$ cat src/rtl/boot_load_ctrl_if.sv
// Byte-stream and RAM write-port bundle for the UART boot loader.
// master: the controller side; slave: UART RX/TX and RAM side.
interface boot_load_ctrl_if;
  logic [7:0]  rx_data;
  logic        rx_valid;
  logic        rx_ready;
  logic [7:0]  tx_data;
  logic        tx_valid;
  logic        tx_ready;
  logic        mem_req;
  logic        mem_we;
  logic [31:0] mem_addr;
  logic [31:0] mem_wdata;
  logic [3:0]  mem_be;
  logic        mem_gnt;

  modport master (
    input  rx_data, rx_valid, tx_ready, mem_gnt,
    output rx_ready, tx_data, tx_valid, mem_req, mem_we, mem_addr, mem_wdata, mem_be
  );

  modport slave (
    output rx_data, rx_valid, tx_ready, mem_gnt,
    input  rx_ready, tx_data, tx_valid, mem_req, mem_we, mem_addr, mem_wdata, mem_be
  );
endinterface

$ cat src/rtl/boot_load_ctrl.sv
// UART-driven boot sequencer: holds/releases the core and loads framed words into RAM.
// Define BOOT_CHECKSUM_EN to append a one-byte frame checksum (CSUM state).
module boot_load_ctrl #(
  parameter logic [7:0]  STP_BYTE      = 8'h55,
  parameter logic [7:0]  ON_BYTE       = 8'hAA,
  parameter logic [7:0]  LOAD_BYTE     = 8'h4C,
  parameter int unsigned MEM_SIZE      = 65536,
  parameter bit          HOLD_AT_RESET = 1'b1
) (
  input  logic               clk,
  input  logic               rst_n,
  boot_load_ctrl_if.master   bus,
  output logic               core_rst_n,
  output logic               busy,
  output logic               err
);

  typedef enum logic [2:0] {
    StRun,
    StHold,
    StAddr,
    StLen,
    StData,
    StWrite,
`ifdef BOOT_CHECKSUM_EN
    StCsum,
`endif
    StResp
  } state_e;

  localparam state_e ResetState = HOLD_AT_RESET ? StHold : StRun;
`ifdef BOOT_CHECKSUM_EN
  localparam state_e DoneState  = StCsum;
`else
  localparam state_e DoneState  = StResp;
`endif

  state_e      state_q, state_d;
  logic        started_q;
  logic [1:0]  cnt_q, cnt_d;
  logic [31:0] base_q, base_d;
  logic [15:0] len_q, len_d;
  logic [15:0] idx_q, idx_d;
  logic [31:0] word_q, word_d;
  logic [31:0] addr_q, addr_d;
  logic        err_q, err_d;
  logic        core_rst_n_q;
`ifdef BOOT_CHECKSUM_EN
  logic [7:0]  csum_q, csum_d;
`endif

  logic        rx_ready, tx_valid, mem_req;
  logic        rx_fire;
  logic [15:0] idx_inc;
  logic [15:0] len_next;
  logic [32:0] end_addr;
  logic        in_range;

  assign rx_fire  = bus.rx_valid & rx_ready;
  assign idx_inc  = idx_q + 16'd1;
  assign len_next = {bus.rx_data, len_q[15:8]};
  // 33-bit sum so a word straddling 2^32 never wraps into range
  assign end_addr = {1'b0, addr_q} + 33'd3;
  assign in_range = end_addr < 33'(MEM_SIZE);

  always_comb begin
    state_d  = state_q;
    cnt_d    = cnt_q;
    base_d   = base_q;
    len_d    = len_q;
    idx_d    = idx_q;
    word_d   = word_q;
    addr_d   = addr_q;
    err_d    = err_q;
`ifdef BOOT_CHECKSUM_EN
    csum_d   = csum_q;
`endif
    rx_ready = 1'b0;
    tx_valid = 1'b0;
    mem_req  = 1'b0;

    unique case (state_q)
      StRun: begin
        rx_ready = started_q;
        if (rx_fire && bus.rx_data == STP_BYTE) state_d = StHold;
      end
      StHold: begin
        rx_ready = started_q;
        if (rx_fire) begin
          if (bus.rx_data == ON_BYTE) begin
            state_d = StRun;
          end else if (bus.rx_data == LOAD_BYTE) begin
            state_d = StAddr;
            err_d   = 1'b0;
            cnt_d   = 2'd0;
`ifdef BOOT_CHECKSUM_EN
            csum_d  = 8'd0;
`endif
          end else if (bus.rx_data != STP_BYTE) begin
            err_d = 1'b1;
          end
        end
      end
      StAddr: begin
        rx_ready = 1'b1;
        if (rx_fire) begin
          base_d = {bus.rx_data, base_q[31:8]};
          cnt_d  = cnt_q + 2'd1;
`ifdef BOOT_CHECKSUM_EN
          csum_d = csum_q + bus.rx_data;
`endif
          if (cnt_q == 2'd3) begin
            base_d[1:0] = 2'b00;
            cnt_d       = 2'd0;
            state_d     = StLen;
          end
        end
      end
      StLen: begin
        rx_ready = 1'b1;
        if (rx_fire) begin
          len_d  = len_next;
          cnt_d  = cnt_q + 2'd1;
`ifdef BOOT_CHECKSUM_EN
          csum_d = csum_q + bus.rx_data;
`endif
          if (cnt_q[0]) begin
            cnt_d   = 2'd0;
            idx_d   = 16'd0;
            state_d = (len_next == 16'd0) ? DoneState : StData;
          end
        end
      end
      StData: begin
        rx_ready = 1'b1;
        if (rx_fire) begin
          word_d = {bus.rx_data, word_q[31:8]};
          cnt_d  = cnt_q + 2'd1;
`ifdef BOOT_CHECKSUM_EN
          csum_d = csum_q + bus.rx_data;
`endif
          if (cnt_q == 2'd3) begin
            cnt_d   = 2'd0;
            addr_d  = base_q + {14'd0, idx_q, 2'b00};
            state_d = StWrite;
          end
        end
      end
      StWrite: begin
        // Out-of-range words are skipped in one cycle and flagged
        if (in_range) mem_req = 1'b1;
        else          err_d   = 1'b1;
        if (!in_range || bus.mem_gnt) begin
          idx_d   = idx_inc;
          state_d = (idx_inc == len_q) ? DoneState : StData;
        end
      end
`ifdef BOOT_CHECKSUM_EN
      StCsum: begin
        rx_ready = 1'b1;
        if (rx_fire) begin
          if (bus.rx_data != csum_q) err_d = 1'b1;
          state_d = StResp;
        end
      end
`endif
      StResp: begin
        tx_valid = 1'b1;
        if (bus.tx_ready) state_d = StHold;
      end
      default: state_d = ResetState;
    endcase
  end

  always_ff @(posedge clk or negedge rst_n) begin
    if (!rst_n) begin
      state_q      <= ResetState;
      started_q    <= 1'b0;
      cnt_q        <= 2'd0;
      base_q       <= 32'd0;
      len_q        <= 16'd0;
      idx_q        <= 16'd0;
      word_q       <= 32'd0;
      addr_q       <= 32'd0;
      err_q        <= 1'b0;
      core_rst_n_q <= ~HOLD_AT_RESET;
`ifdef BOOT_CHECKSUM_EN
      csum_q       <= 8'd0;
`endif
    end else begin
      state_q      <= state_d;
      started_q    <= 1'b1;
      cnt_q        <= cnt_d;
      base_q       <= base_d;
      len_q        <= len_d;
      idx_q        <= idx_d;
      word_q       <= word_d;
      addr_q       <= addr_d;
      err_q        <= err_d;
      core_rst_n_q <= (state_d == StRun);
`ifdef BOOT_CHECKSUM_EN
      csum_q       <= csum_d;
`endif
    end
  end

  assign bus.rx_ready  = rx_ready;
  assign bus.tx_valid  = tx_valid;
  assign bus.tx_data   = err_q ? 8'h15 : 8'h06;
  assign bus.mem_req   = mem_req;
  assign bus.mem_we    = mem_req;
  assign bus.mem_be    = mem_req ? 4'hF : 4'h0;
  assign bus.mem_addr  = addr_q;
  assign bus.mem_wdata = word_q;

  assign core_rst_n = core_rst_n_q;
  assign busy       = (state_q != StRun) && (state_q != StHold);
  assign err        = err_q;

endmodule

$ cat src/flat_wrapper.sv
// flat-port wrapper written by rule: the top's interface ports become plain ports
module boot_load_ctrl_flat 
#(
  parameter logic [7:0]  STP_BYTE      = 8'h55,
  parameter logic [7:0]  ON_BYTE       = 8'hAA,
  parameter logic [7:0]  LOAD_BYTE     = 8'h4C,
  parameter int unsigned MEM_SIZE      = 65536,
  parameter bit          HOLD_AT_RESET = 1'b1
)
  (clk, rst_n, core_rst_n, busy, err, bus_rx_data, bus_rx_valid, bus_tx_ready, bus_mem_gnt, bus_rx_ready, bus_tx_data, bus_tx_valid, bus_mem_req, bus_mem_we, bus_mem_addr, bus_mem_wdata, bus_mem_be);
  boot_load_ctrl_if bus_i ();
  input  logic clk;
  input  logic rst_n;
  output logic core_rst_n;
  output logic busy;
  output logic err;
  input wire logic [$bits(bus_i.rx_data)-1:0] bus_rx_data;
  input wire logic [$bits(bus_i.rx_valid)-1:0] bus_rx_valid;
  input wire logic [$bits(bus_i.tx_ready)-1:0] bus_tx_ready;
  input wire logic [$bits(bus_i.mem_gnt)-1:0] bus_mem_gnt;
  output wire logic [$bits(bus_i.rx_ready)-1:0] bus_rx_ready;
  output wire logic [$bits(bus_i.tx_data)-1:0] bus_tx_data;
  output wire logic [$bits(bus_i.tx_valid)-1:0] bus_tx_valid;
  output wire logic [$bits(bus_i.mem_req)-1:0] bus_mem_req;
  output wire logic [$bits(bus_i.mem_we)-1:0] bus_mem_we;
  output wire logic [$bits(bus_i.mem_addr)-1:0] bus_mem_addr;
  output wire logic [$bits(bus_i.mem_wdata)-1:0] bus_mem_wdata;
  output wire logic [$bits(bus_i.mem_be)-1:0] bus_mem_be;
  assign bus_i.rx_data = bus_rx_data;
  assign bus_i.rx_valid = bus_rx_valid;
  assign bus_i.tx_ready = bus_tx_ready;
  assign bus_i.mem_gnt = bus_mem_gnt;
  assign bus_rx_ready = bus_i.rx_ready;
  assign bus_tx_data = bus_i.tx_data;
  assign bus_tx_valid = bus_i.tx_valid;
  assign bus_mem_req = bus_i.mem_req;
  assign bus_mem_we = bus_i.mem_we;
  assign bus_mem_addr = bus_i.mem_addr;
  assign bus_mem_wdata = bus_i.mem_wdata;
  assign bus_mem_be = bus_i.mem_be;
  boot_load_ctrl #(.STP_BYTE(STP_BYTE), .ON_BYTE(ON_BYTE), .LOAD_BYTE(LOAD_BYTE), .MEM_SIZE(MEM_SIZE), .HOLD_AT_RESET(HOLD_AT_RESET)) u_core (.clk(clk), .rst_n(rst_n), .bus(bus_i), .core_rst_n(core_rst_n), .busy(busy), .err(err));
endmodule
$ cat config.mk
export PLATFORM = sky130hd
export DESIGN_NAME = boot_load_ctrl_flat
export DESIGN_NICKNAME = d
export VERILOG_FILES = /design/src/rtl/boot_load_ctrl_if.sv /design/src/rtl/boot_load_ctrl.sv /design/src/flat_wrapper.sv
export SDC_FILE = /design/constraint.sdc
export NUM_CORES = 1
export LEC_CHECK = 0
export BUFFER_PORTS_ARGS = -buffer_cell sky130_fd_sc_hd__clkbuf_2
export CORE_ASPECT_RATIO = 0.7
export CORE_MARGIN = 2
export CORE_UTILIZATION = 35
export DETAILED_ROUTE_END_ITERATION = 16
export PLACE_DENSITY = 0.51
export RECOVER_POWER = 100
export SETUP_SLACK_MARGIN = 0.3
export SLEW_MARGIN = 10
export SYNTH_ARGS = -nofsm -noshare
export SYNTH_HDL_FRONTEND = slang
export SYNTH_SLANG_ARGS = --single-unit
export TNS_END_PERCENT = 100
$ cat constraint.sdc
create_clock -name clk -period 3.5 [get_ports clk]
set_input_delay 0.35 -clock clk [delete_from_list [all_inputs] [get_ports clk]]
set_output_delay 0.35 -clock clk [all_outputs]
set_load 0.03 [all_outputs]
; Yosys cells after proc, flatten, opt, wreduce, memory -nomap -nowiden
; Index checks and enable logic that the tools add are counted.
[classes]
magnitude_cmp = 1
bitwise_logic = 1
muxes = 40
n_reduce_logical = 21
eq_ne = 22
n_addsub = 4
[ops]
columns = cell, n
row1 = $mux W16, 3
row2 = $mux W3, 12
row3 = $add A32 B2 Y33 const B, 1
row4 = $lt A33 B17 Y1 const B, 1
row5 = $add A32 B18 Y32, 1
row6 = $pmux W16 S2, 1
row7 = $pmux W3 S7, 1
row8 = $mux W2, 10
row9 = $add A16 B1 Y16 const B, 1
row10 = $eq A16 B16 Y1, 1
row11 = $eq A8 B7 Y1 const B, 2
row12 = $logic_not A16 Y1, 1
row13 = $ne A2 B1 Y1 const B, 6
row14 = $eq A3 B3 Y1 const B, 3
row15 = $eq A8 B8 Y1 const B, 1
row16 = $mux W1, 8
row17 = $ne A8 B7 Y1 const B, 1
row18 = $eq A3 B2 Y1 const B, 2
row19 = $logic_not A3 Y1, 2
row20 = $ne A3 B1 Y1 const B, 2
row21 = $pmux W2 S3, 1
row22 = $reduce_and A2 Y1, 3
row23 = $reduce_and A6 Y1, 1
row24 = $reduce_bool A3 Y1, 2
row25 = other kinds (17), 22
[totals]
reg_bits = 136
in_bits = 13
out_inout_bits = 83

; Depth between registers and ports, before layout
; Gate-level depths: netlist (run 1).
[depth]
word_depth = 8
mapped_depth = 11
depth_no_buf = 11

; Worst setup path after synthesis (run 1)
; Ideal clock, no wire load.
[synth_timing]
path_type = register to output
from = register u_core.addr_q[8] (netlist: u_core.bus.mem_addr[8])
to = output port bus_mem_be[0]
path_stages_with_launch = 9
path_slack_ps = -253
arrival_ps = 3403
t_required_ps = 3150
n_path_buf = 2
path_cell_list = dfrtp_1 nand4_1 or4_1 buf_6 nor3_2 mux2_2 or2_4 nor3_1 buf_4
[synth_between]
elab_chain_cells = 5
[synth_lines]
columns = item, line
row1 = start: declaration, boot_load_ctrl.sv:45  ; logic [31:0] addr_q, addr_d;
row2 = start signal: assignment, boot_load_ctrl.sv:198  ; addr_q <= addr_d;
row3 = $add A32 B2 Y33, boot_load_ctrl.sv:63  ; assign end_addr = {1'b0, addr_q} + 33'd3;
row4 = $lt A33 B17 Y1, boot_load_ctrl.sv:64  ; assign in_range = end_addr < 33'(MEM_SIZE);
row5 = $mux W1, boot_load_ctrl.sv:151  ; if (in_range) mem_req = 1'b1;
row6 = $mux W1, boot_load_ctrl.sv:82  ; unique case (state_q)
row7 = net bus_mem_req, flat_wrapper.sv:24  ; output wire logic [$bits(bus_i.mem_req)-1:0] bus_mem_req;
row8 = $mux W4, boot_load_ctrl.sv:212  ; assign bus.mem_be = mem_req ? 4'hF : 4'h0;
row9 = end: declaration, flat_wrapper.sv:28  ; output wire logic [$bits(bus_i.mem_be)-1:0] bus_mem_be;
; The timed path passes the listed nets, and every way through them passes these cells.

; Worst setup path in the final report (run 1)
[layout_timing]
from = register u_core.addr_q[12] (netlist: u_core.bus.mem_addr[12])
to = output port bus_mem_req
[layout_between]
elab_chain_cells = 4
[layout_lines]
columns = item, line
row1 = $add A32 B2 Y33, boot_load_ctrl.sv:63
row2 = $lt A33 B17 Y1, boot_load_ctrl.sv:64
row3 = $mux W1, boot_load_ctrl.sv:151
row4 = $mux W1, boot_load_ctrl.sv:82
row5 = end: declaration, flat_wrapper.sv:24
; Every way passes these cells.

==> impl_metrics.csv, run 1 <==
group,metric,value,unit
run_status,status,"complete, but fails checks",
run_status,failed_checks,"max-capacitance violations, max-slew violations",
sta,worst_pin_slew,2.72,ns
sta,fmax,308,MHz
sta,finalMaxSlewViolations,146,
final_layout,num_antenna_cells,0,
final_layout,fillers,2070,
worst_setup_path,arrival,2.90,ns
grt,track_usage,18.8,%
logic_synthesis,synthTopCellsByArea,"dfrtp_1 (45%), mux2_2 (12%), nand2_1 (3.5%)",
sta,finalSetupViolations,0,
sta,rsz0062_at_grt,"true",
final_layout,fin_util,42.2,%
worst_hold_path,hp-class,"input port to register",
logic_synthesis,postSynthCellCount,733,
routing,drt_wl_total,20400,um
placement,place.gp.congestion,0.837,
clocking,cts_tree,"yes",
placement,hpwl,15000,um
floorplan,rows,44,
worst_setup_path,crit_path_frequent_cell,"nor3_4",
routing,first_pass_iters,7,
placement,io_buffers,90,
clocking,clkLatencyLatePin,0.42,ns
final_layout,drive_above_1_share,19.8,%
worst_setup_path,required,3.15,ns
grt,grt_max_degree,110,
worst_setup_path,crit_slowest_cell,"or4_4",
logic_synthesis,synth_edf_count,0,
logic_synthesis,syn_area,0.00747,mm2
floorplan,core,0.0209,mm2
logic_synthesis,yosysWarnings,0,
logic_synthesis,synth.distinct_cells,71,
clocking,clock_path_buffers,2,
logic_synthesis,netlist.area_leader.share,45.2,%
worst_setup_path,path_cells,"nand4_1 > or4_4 > nor3_4 > mux2_4 > or2_4 > nor3_4 > buf_6 > clkbuf_2",
logic_synthesis,avgSynthCellArea,10.2,um2
power_and_ir_drop,p_per_area,502,mW/mm2
floorplan,fp.dieW,179,um
floorplan,die_area,0.0226,mm2
run,cap_violations,2,
worst_setup_path,crit_path_max_incr_delay,0.62,ns
floorplan,die_y,126,um
clocking,clk_pin_slew,0.06,ns
logic_synthesis,ys_async_sr_fraction,100,%
logic_synthesis,synth-seq-cells,136,
sta,period_needed,3.25,ns
routing,drtIter0Drc,537,
clocking,h-tree-depth,4,
routing,vias,6024,
sta,finalHoldViolations,0,
logic_synthesis,synth_top_flop_cell,"dfrtp_1",
worst_setup_path,critPathMaxFanout,6,
grt,gr-total-overflow,0,
logic_synthesis,ys_seq_area_share,45.6,%
routing,routedWlPerCell,18.3,um
power_and_ir_drop,irDropWorstVdd,0.000326,V
worst_setup_path,cp-start-kind,"register",
sta,slew_headroom,-81.0,%
floorplan,start_util,35.8,%
final_layout,area_delta_synth_final,18.0,%
clocking,clock-root-buffer,"clkbuf_16",
sta,fin_worst_skew,0.00855,ns
routing,vias_per_cell,5.41,
grt,grt_pass1_wl,32600,um
sta,final.period_utilization,92.9,%
clocking,postCtsHoldBufs,0,
routing,drc,0,
power_and_ir_drop,p_leak,3.98,nW
logic_synthesis,yosysTopAreaCell,"dfrtp_1",
routing,detail-route-antenna-nets,0,
grt,antenna_found_initial,1,
floorplan,io_pins,96,
clocking,clkSinkCount,136,
sta,fin_tns_setup,0,ns
clocking,cts_made_buffers,17,
final_layout,nets,859,
worst_setup_path,endpoint_kind,"primary output",
grt,grt_pass1_vias,5902,
worst_setup_path,crit_type,"register to primary output",
[placed cells by master (no fill, tap or decap), drive strengths merged, types with 4 or more instances in the layout]
cell / instances
and4: 4
clkbuf: 115
dfrtp: 135
xnor2: 28
or2: 7
a21boi: 5
o21ai: 56
buf: 18
a21oi: 38
a21o: 7
clkinv: 4
and3: 15
inv: 17
a31oi: 7
conb: 6
mux2: 80
nand2b: 7
o31ai: 10
nor3: 15
nor2: 36
nand4: 10
and2: 8
ha: 19
nand2: 70
bufinv: 4
xor2: 14
nand3b: 4
a211oi: 5
a311oi: 11
nor4: 6
or4: 5
or3: 4
nand3: 22
[cell type report]
cell class / instances / area [um2] / area share [%]
multi-input combinational: 540 / 3830 / 43.4
sequential: 136 / 3400 / 38.6
timing repair buffer: 114 / 544 / 6.18
clock buffer: 19 / 453 / 5.14
inverter: 17 / 63.8 / 0.724
tap: 276 / 345 / 3.92
clock inverter: 11 / 174 / 1.97
[synth_stat cells (all sizes together), types with 8 or more instances]
library cell / n
inv: 17
nor2: 36
mux2: 80
and3: 15
a311oi: 11
o31ai: 10
clkbuf: 26
buf: 17
nand2: 70
and2: 8
dfrtp: 135
nor3: 15
ha: 19
a21oi: 38
xnor2: 28
nand4: 10
nand3: 22
o21ai: 56
xor2: 14
[path summary, 6_finish.rpt]
kind	endpoint	start	slack (ns)	cells past startpoint
max in group asynchronous	u_core.base_q[9]	rst_n	1.06	2
min in group asynchronous	u_core.bus.mem_addr[29]	rst_n	0.77	1
hold / removal	u_core.bus.mem_wdata[27]	bus_rx_data[3]	0.28	2
setup reg to reg	u_core.idx_q[1]	u_core.bus.mem_addr[12]	0.32	9
hold reg to reg	u_core.bus.mem_wdata[5]	u_core.bus.mem_wdata[5]	0.50	1
setup / recovery	bus_mem_req	u_core.bus.mem_addr[12]	0.25	8
[layer usage]
layer	global-route usage (%)	wire length [um]
met4	5.40	271
met3	4.44	1240
met5	0	0
met2	25.7	8250
met1	29.3	10700
[per-stage QoR]
stage                     cell area, um2  hold WS, ns  worst slack, ns  power (W)  cells
after global routing                8810        0.280            0.106    0.00462   1113
after CTS                           8910        0.105            0.280    0.00449   1107
after floorplan                     7500       0.0544            0.339    0.00230    737
after global placement              8180        0.481            0.457    0.00254   1071
final                               8810        0.283            0.249    0.00442   1113
after detailed placement            8180        0.499            0.402    0.00255   1071
[registers in the layout, summed over array words and instances (netlist names)]
| signal | count |
|---|---|
| u_core.started_q | 1 |
| u_core.state_q | 3 |
| u_core.core_rst_n | 1 |
| u_core.bus.mem_addr | 32 |
| u_core.err | 1 |
| u_core.len_q | 16 |
| u_core.bus.mem_wdata | 32 |
| u_core.cnt_q | 2 |
| u_core.base_q | 32 |
| u_core.idx_q | 16 |
[timing repair]
item	in CTS	in global routing
setup endpoints to repair	6	8
setup buffers	6	6
pin swaps	7	5
resized for setup	16	9
[logic make-up (layout without fill, tap and decap cells)]
| family | Yosys count | after routing | synth area share, % |
|---|---|---|---|
| and+or+nand+nor | 224 | 224 | 15.3 |
| AOI/OAI and AO/OA | 167 | 167 | 14.5 |
| DFF | 136 | 136 | 45.6 |
| muxes | 81 | 81 | 12.2 |
| buffers and inverters | 61 | 161 | 3.92 |
| xor gates and xnor gates | 42 | 42 | 4.92 |
| adders and majority gates | 20 | 20 | 3.45 |
| other | 2 | 6 | 0.101 |
[where the power goes]
group          switching (W)  leakage [nW]  internal (W)  total, W
Clock               0.000683         0.297       0.00122   0.00191
Sequential          0.000146          1.85       0.00169   0.00183
Combinational       0.000457          1.83      0.000230  0.000687
Total                0.00129          3.98       0.00314   0.00442
[critical path: cells and delay by family, from the launching register on]
kind                   cells  cell delay (ns)
DFF                        1             0.36
muxes                      1             0.36
and+or+nand+nor            5             1.37
buffers and inverters      2             0.37
(Power assumes the default switching activity.)
==> run 2, diff against run 1 <==
--- a/config.mk
+++ b/config.mk
@@ -9,9 +9,10 @@
 export CORE_ASPECT_RATIO = 0.7
 export CORE_MARGIN = 2
 export CORE_UTILIZATION = 35
+export CTS_CLUSTER_SIZE = 16
 export DETAILED_ROUTE_END_ITERATION = 16
 export PLACE_DENSITY = 0.51
-export RECOVER_POWER = 100
+export RECOVER_POWER = 50
 export SETUP_SLACK_MARGIN = 0.3
 export SLEW_MARGIN = 10
 export SYNTH_ARGS = -nofsm -noshare
==> run 2 against run 1 <==
The flow still finishes with violations (max-capacitance violations, max-slew violations). Sequential cell count is the same. Routed wire length down 0.17%. Register-to-register slack gained 0.16 ns. Combinational power increased by 2%. First-iteration DRC count grew 5.8%. Cell count did not move. Sequential share of layout area decreased by 0.46 points. Worst hold slack got worse by 0.0019 ns. Power up 0.35%. Non-clock buffer count is the same. Via count is 0.93% lower. Count of clock-buffer cells in the layout unchanged. Largest power group unchanged. Highest routed layer unchanged.
==> impl_metrics.csv, run 2 (synthesized netlist as in run 1, its figures left out) <==
group,metric,value,unit
run_status,status,"complete, but fails checks",
run_status,failed_checks,"max-capacitance violations, max-slew violations",
worst_setup_path,required,3.15,ns
clocking,cts_tree,"yes",
floorplan,rows,44,
power_and_ir_drop,sw_frac_of_total,29.0,%
final_layout,most-common-layout-cells,"dfrtp_1 (135), mux2_2 (78), nand2_1 (69)",
routing,first_pass_iters,5,
worst_setup_path,cp-start-kind,"register",
worst_setup_path,arrival,2.85,ns
clocking,clkLatencyLatePin,0.43,ns
clocking,clk_pin_slew,0.06,ns
sta,slew_headroom,-80.6,%
floorplan,core,0.0209,mm2
final_layout,final_cell_area,0.00892,mm2
power_and_ir_drop,combinationalPowerShare,15.8,%
final_layout,drive_above_1_share,24.9,%
floorplan,die_y,126,um
routing,vias_per_cell,5.36,
power_and_ir_drop,p_sw,0.00129,W
final_layout,seq_area,0.00340,mm2
power_and_ir_drop,irDropWorstVdd,0.000327,V
grt,grt_max_degree,110,
power_and_ir_drop,clkPwrFrac,42.9,%
power_and_ir_drop,power,0.00444,W
clocking,clock_path_buffers,2,
grt,grt_most_used_layer,"met1",
grt,grt_pass1_vias,5902,
sta,setup_ws,0.301,ns
power_and_ir_drop,p_leak,4.12,nW
placement,hpwl,15000,um
placement,pre_cts_slack,0.402,ns
grt,use_met3,4.44,%
power_and_ir_drop,p_per_area,498,mW/mm2
floorplan,die_area,0.0226,mm2
final_layout,multiInputGateArea,0.00384,mm2
sta,fin_worst_skew,0.00961,ns
placement,io_buffers,90,
final_layout,area_delta_synth_final,19.4,%
sta,worst_pin_slew,2.71,ns
sta,finalMaxSlewViolations,110,
power_and_ir_drop,seqPwrFrac,41.3,%
placement,placed_cell_area,0.00818,mm2
sta,fin_tns_setup,0,ns
sta,fmax,313,MHz
sta,finalSetupViolations,0,
final_layout,final_common_cell,"dfrtp_1",
worst_setup_path,endpoint_kind,"primary output",
final_layout,fin_util,42.7,%
grt,track_usage,18.8,%
final_layout,nets,859,
grt,grt_pass1_wl,32600,um
routing,drc,0,
clocking,clkSinkCount,136,
worst_setup_path,critPathMaxFanout,6,
final_layout,fillers,2039,
worst_hold_path,hp-class,"input port to register",
clocking,cts_made_buffers,17,
final_layout,num_antenna_cells,0,
routing,detail-route-antenna-nets,0,
routing,drtIter0Drc,568,
grt,antenna_found_initial,1,
sta,period_needed,3.20,ns
floorplan,fp.dieW,179,um
clocking,h-tree-depth,4,
sta,finalHoldViolations,0,
floorplan,io_pins,96,
grt,grt.met2_usage,25.7,%
routing,drt_wl_total,20400,um
clocking,postCtsHoldBufs,0,
grt,gr-total-overflow,0,
routing,vias,5968,
placement,place.gp.congestion,0.837,
routing,routedWlPerCell,18.3,um
sta,final.period_utilization,91.4,%
power_and_ir_drop,intPower,0.00315,W
grt,use_met1,29.3,%
run,cap_violations,1,
floorplan,start_util,35.8,%
worst_setup_path,crit_type,"register to primary output",
sta,rsz0062_at_grt,"true",
clocking,clock-root-buffer,"clkbuf_16",
run 2: cell count changes in the layout (fill, tap and decap cells not counted), sizes merged:
cell,change
buf,+10
clkbuf,-10
run 2: final timing paths:
path / from / end / slack [ns] / depth (start not counted)
max in group asynchronous: rst_n / u_core.bus.mem_addr[19] / 1.05 / 2
min: bus_rx_data[3] / u_core.bus.mem_wdata[27] / 0.28 / 2
min in group asynchronous: rst_n / u_core.bus.mem_addr[29] / 0.76 / 1
min reg2reg: u_core.bus.mem_wdata[2] / u_core.bus.mem_wdata[2] / 0.50 / 1
max reg2reg: u_core.bus.mem_addr[12] / u_core.idx_q[1] / 0.48 / 9
max: u_core.bus.mem_addr[12] / bus_mem_req / 0.30 / 8
run 2: what timing repair did:
item	CTS	global route
endpoints found under the setup margin	6	8
pin swaps	7	5
buffers inserted	6	6
resized for setup	16	9
run 2: cell type report:
| class | count | area share [%] |
|---|---|---|
| timing repair buffer | 114 | 7.10 |
| multi-input combinational | 540 | 43.1 |
| inverter | 17 | 0.715 |
| tap | 276 | 3.87 |
| clock inverter | 11 | 1.95 |
| clock buffer | 19 | 5.08 |
| sequential | 136 | 38.2 |
run 2: power groups by stage:
| stage | combinational, W | sequential [W] | clock [W] |
|---|---|---|---|
| floorplan | 0.000381 | 0.00192 | 0 |
| global placement | 0.000689 | 0.00185 | 0 |
| detailed placement | 0.000697 | 0.00186 | 0 |
| CTS | 0.000711 | 0.00183 | 0.00194 |
| global route | 0.000756 | 0.00185 | 0.00202 |
| finish | 0.000701 | 0.00183 | 0.00191 |
run 2: per-stage QoR:
step / std cells / hold WS, ns
after floorplan: 737 / 0.0544
after global routing: 1113 / 0.280
final: 1113 / 0.281
after global placement: 1071 / 0.481
after detailed placement: 1071 / 0.499
after CTS: 1107 / 0.105
run 2: critical path, stage by stage (launching register included):
cell and delay [ns]:
dfrtp_1 0.36, nand4_1 0.13, or4_4 0.62, nor3_4 0.24, mux2_4 0.36, or2_4 0.26, nor3_4 0.12, buf_6 0.18
buf_6 0.14
run 2: per-layer routing:
metal,vias up,part of all wire (%),routed length [um]
met3,19,5.5,1130
li1,2829,-,-
met2,181,40,8240
met5,-,0,0
met4,0,1.3,258
met1,2939,53,10800
